==> config.mk <==
export PLATFORM = sky130hd
export DESIGN_NAME = fa_multiss
export DESIGN_NICKNAME = d
export VERILOG_FILES = /design/src/rtl/fa_multiss.sv
export SDC_FILE = /design/constraint.sdc
export NUM_CORES = 1
export LEC_CHECK = 0
export BUFFER_PORTS_ARGS = -buffer_cell sky130_fd_sc_hd__buf_2
export CORE_AREA = 4 4 41 43
export DETAILED_ROUTE_END_ITERATION = 7
export DIE_AREA = 0 0 45 47
export PLACE_DENSITY = 0.67
export SKIP_LAST_GASP = 1
export SLEW_MARGIN = 20
export SYNTH_ARGS = -nofsm -noshare
export SYNTH_HDL_FRONTEND = slang
export SYNTH_SLANG_ARGS = --single-unit
==> constraint.sdc <==
create_clock -name clk -period 3.6 [get_ports clk]
set_input_delay 0.54 -clock clk [delete_from_list [all_inputs] [get_ports clk]]
set_output_delay 0.54 -clock clk [all_outputs]
set_load 0.03 [all_outputs]
==> src/rtl/fa_multiss.sv <==
// Full-adder cell: one bit of sum and carry from three input bits.
// Latency: combinational, zero cycles.
// Backpressure: none.
module fa_cell (
    input  logic a,
    input  logic b,
    input  logic ci,
    output logic s,
    output logic co
);
    assign s  = a ^ b ^ ci;
    assign co = (a & b) | (a & ci) | (b & ci);
endmodule

// Unsigned WIDTH x WIDTH array multiplier with a registered 2*WIDTH-bit product.
// Latency: one cycle from operands at a clk edge to resu.
// Backpressure: none; a new operand pair is accepted on every edge.
module fa_multiss #(
    parameter int WIDTH = 4
) (
    input  logic                 clk,
    input  logic                 rst,
    input  logic [WIDTH-1:0]     mulcado,
    input  logic [WIDTH-1:0]     multi,
    output logic [2*WIDTH-1:0]   resu
);
    logic [2*WIDTH-1:0] prod;
    logic [2*WIDTH-1:0] resu_d;
    logic [2*WIDTH-1:0] resu_q;

    for (genvar i = 0; i < WIDTH; i++) begin : row_g
        logic [WIDTH-1:0] s;
        logic             co;

        if (i == 0) begin : first_g
            // The first row passes its partial products straight through.
            assign s  = mulcado & {WIDTH{multi[0]}};
            assign co = 1'b0;
        end else begin : add_g
            logic [WIDTH-1:0] a;
            logic [WIDTH-1:0] b;
            logic [WIDTH:0]   c;

            // The previous row is shifted down one bit, and its carry-out fills the MSB.
            assign a    = {row_g[i-1].co, row_g[i-1].s[WIDTH-1:1]};
            assign b    = mulcado & {WIDTH{multi[i]}};
            assign c[0] = 1'b0;

            for (genvar j = 0; j < WIDTH; j++) begin : cell_g
                fa_cell u_fa (
                    .a  (a[j]),
                    .b  (b[j]),
                    .ci (c[j]),
                    .s  (s[j]),
                    .co (c[j+1])
                );
            end

            assign co = c[WIDTH];
        end

        assign prod[i] = s[0];
    end

    assign prod[2*WIDTH-1:WIDTH] = {row_g[WIDTH-1].co, row_g[WIDTH-1].s[WIDTH-1:1]};

    always_comb begin
        resu_d = prod;
    end

    always_ff @(posedge clk) begin
        if (rst) begin
            resu_q <= '0;
        end else begin
            resu_q <= resu_d;
        end
    end

    assign resu = resu_q;
endmodule

==> impl_metrics.json <==
{
  "numCtsBuffers": 3,
  "clk_transition_reported_paths_ps": 50,
  "syn_inst": 52,
  "path_common_cell": "sky130_fd_sc_hd__fa_2",
  "synth.area.top_cells": "sky130_fd_sc_hd__dfxtp_1, sky130_fd_sc_hd__fa_1, sky130_fd_sc_hd__and2_1",
  "pin_count_of_the_biggest_net_entering_global_routing": 9,
  "core_area_sq_um": 1301,
  "drt_iter0_drc": 1,
  "starting_density_of_the_core_pct": 40.38,
  "cts-hold-fix-buffers": 0,
  "grt_use_total_pct": 9.752,
  "sum_of_buffers_and_inverters_on_the_critical_path": 6,
  "critical_path_required_ps": 3740,
  "timing.critical_path.max_delay_family": "adder cells",
  "path_class": "in -> reg",
  "drt.antenna.violating_nets": 0,
  "route.vias.total": 395,
  "die_y_microns": 47,
  "worstPathCellList": "buf_2, and2_4, ha_4, fa_2, inv_1, fa_1, inv_2, fa_2, inv_1, fa_2, inv_2, fa_1, inv_2, fa_2, fa_2, nor2_1",
  "cts.htree.levels": 1,
  "insertedDiodeCount": 0,
  "synth_area_sq_um": 525.5,
  "multi_input_comb_area_sq_um": 364.1,
  "crit_path_top_delay_cell": "sky130_fd_sc_hd__fa_2",
  "finalPower_w": 0.0002598,
  "max_freq_ghz": 0.2723,
  "pins_over_their_slew_limit": 0,
  "synth.largest_area_cell": "sky130_fd_sc_hd__dfxtp_1",
  "post-route-worst-setup-slack_ps": -72.21,
  "hold_path.startpoint": "rst",
  "syn_to_final_growth_pct": 39.05,
  "max_slew_margin_pct": 89.68,
  "yosys.area.top_type_share_pct": 30.48,
  "drive_above_1_share_pct": 48.05,
  "timing.final.setup_violations": 1,
  "grt_setup_unrepaired": "true",
  "design.portCount": 18,
  "vias_per_cell": 4.293,
  "floorplan.die_area_sq_um": 2115,
  "critical_path.startpoint": "mulcado[1]",
  "cellLeakagePower_nw": 0.3627,
  "first_global_vias": 379,
  "syn_area_per_cell_sq_um": 10.11,
  "largest_register_ffs": 8,
  "min_period_ps": 3672,
  "gp_congestion": 0.7272,
  "report.final.hold_viol_count": 0,
  "number_of_register_bits_inferred_by_synthesis": 8,
  "antenna_found_initial": 0,
  "placementRows": 13,
  "root_buffer": "sky130_fd_sc_hd__clkbuf_4",
  "clock_sink_count": 8,
  "count_of_buffers_inserted_at_the_top_level_ports": 17,
  "synth_nets": 74,
  "cp-start-kind": "input pin",
  "finalCritPeriodShare_pct": 102.0,
  "max_stage_delay_ps": 520,
  "yosysWarnings": 0,
  "synth_sequential_area_ratio_pct": 30.48,
  "globalRoute.totalOverflow": 0,
  "drt-pass1-iter-count": 2,
  "layout_common_cells": "sky130_fd_sc_hd__buf_2, sky130_fd_sc_hd__dfxtp_1, sky130_fd_sc_hd__and2_1",
  "worst_pin_slew_ps": 155.9,
  "place.detailed.hpwl_microns": 732.8,
  "grt_first_pass_wirelength_microns": 1407,
  "synthDistinctLibCells": 9,
  "detailedPlace.worstSlack_ps": -354.4,
  "outcome": "finished with violations",
  "arrival_ps": 3810,
  "sequential_cell_area_sq_um": 160.2,
  "maximum_vdd_drop_mv": 0.1046,
  "nets": 101,
  "power.density_nw_per_um2": 355.6,
  "hold_path.class": "in -> reg",
  "violated_checks": "setup timing",
  "clockBufferDepth": 2,
  "nFillCells": 129,
  "dieWidth_microns": 45,
  "max-cap-violations": 0,
  "drt_drc_violations_left": 0,
  "layout.cells.most_common": "sky130_fd_sc_hd__buf_2",
  "path_max_fanout": 3,
  "tritoncts": "built",
  "drt-wirelength-per-cell_microns": 9.217,
  "routed_wl_microns": 848,
  "crit_path_end_kind": "flop"
}
==> worst paths after layout <==
path | to | slack [ps] | cells after the start
setup / recovery | resu[6] | -70 | 16
hold / removal | resu[5] | 550 | 2
==> layout make-up <==
type | count | area share, %
multi-input cells | 35 | 49.83
inverters | 9 | 4.623
repair buffers | 22 | 17.98
flip-flops and latches | 8 | 21.92
clock buffers | 3 | 3.082
well taps | 15 | 2.568
==> routing by layer <==
metal	up-vias	global-route usage, %	part of all wire (%)
li1	202	-	-
met2	10	17.23	55
met4	0	8.772	2.2
met1	181	9.176	37
met5	-	0	0
met3	2	2.682	5.8
==> kinds of logic (layout without fill, tap and decap cells) <==
kind of cell             count (synthesis)  count (layout)  share of synthesized area [%]
AND/OR/NAND/NOR                         23              23                          23.09
adder cells (fa/ha/maj)                 12              12                          40.00
buffers and inverters                    9              34                          6.428
flip-flops                               8               8                          30.48
==> stage by stage <==
stage                     cell area, sq um  cells  hold WS [ps]  TNS (ps)  utilization (%)
after floorplan                      533.0     52         606.7    -135.2                -
after global routing                 730.7     92         548.5    -157.9            56.15
final                                730.7     92         546.0    -72.21            56.15
after global placement               674.4     89         797.4    -558.5            51.83
after CTS                            696.9     92         544.9    -64.04            53.56
after detailed placement             674.4     89         803.5    -635.4            51.83
==> synth_stat cells <==
library cell / n
sky130_fd_sc_hd__fa_1: 8
sky130_fd_sc_hd__and2_1: 9
sky130_fd_sc_hd__ha_1: 4
sky130_fd_sc_hd__and3b_1: 1
sky130_fd_sc_hd__nor2b_1: 3
sky130_fd_sc_hd__nor2_1: 4
sky130_fd_sc_hd__dfxtp_1: 8
sky130_fd_sc_hd__nand2_1: 6
sky130_fd_sc_hd__inv_1: 9
==> where the power goes <==
group / total, W / switching (W) / internal, W
clock: 0.0000643 / 0.0000264 / 0.0000379
sequential: 0.000101 / 0.00000180 / 0.0000996
combinational: 0.0000941 / 0.0000547 / 0.0000394
==> timing repair <==
action / 4_1_cts / 5_1_grt
pin swaps: 1 / 2
setup endpoints to repair: 1 / 2
setup buffers: 0 / 0
resized for setup: 1 / 11
Power figures use the tool's default switching activity.
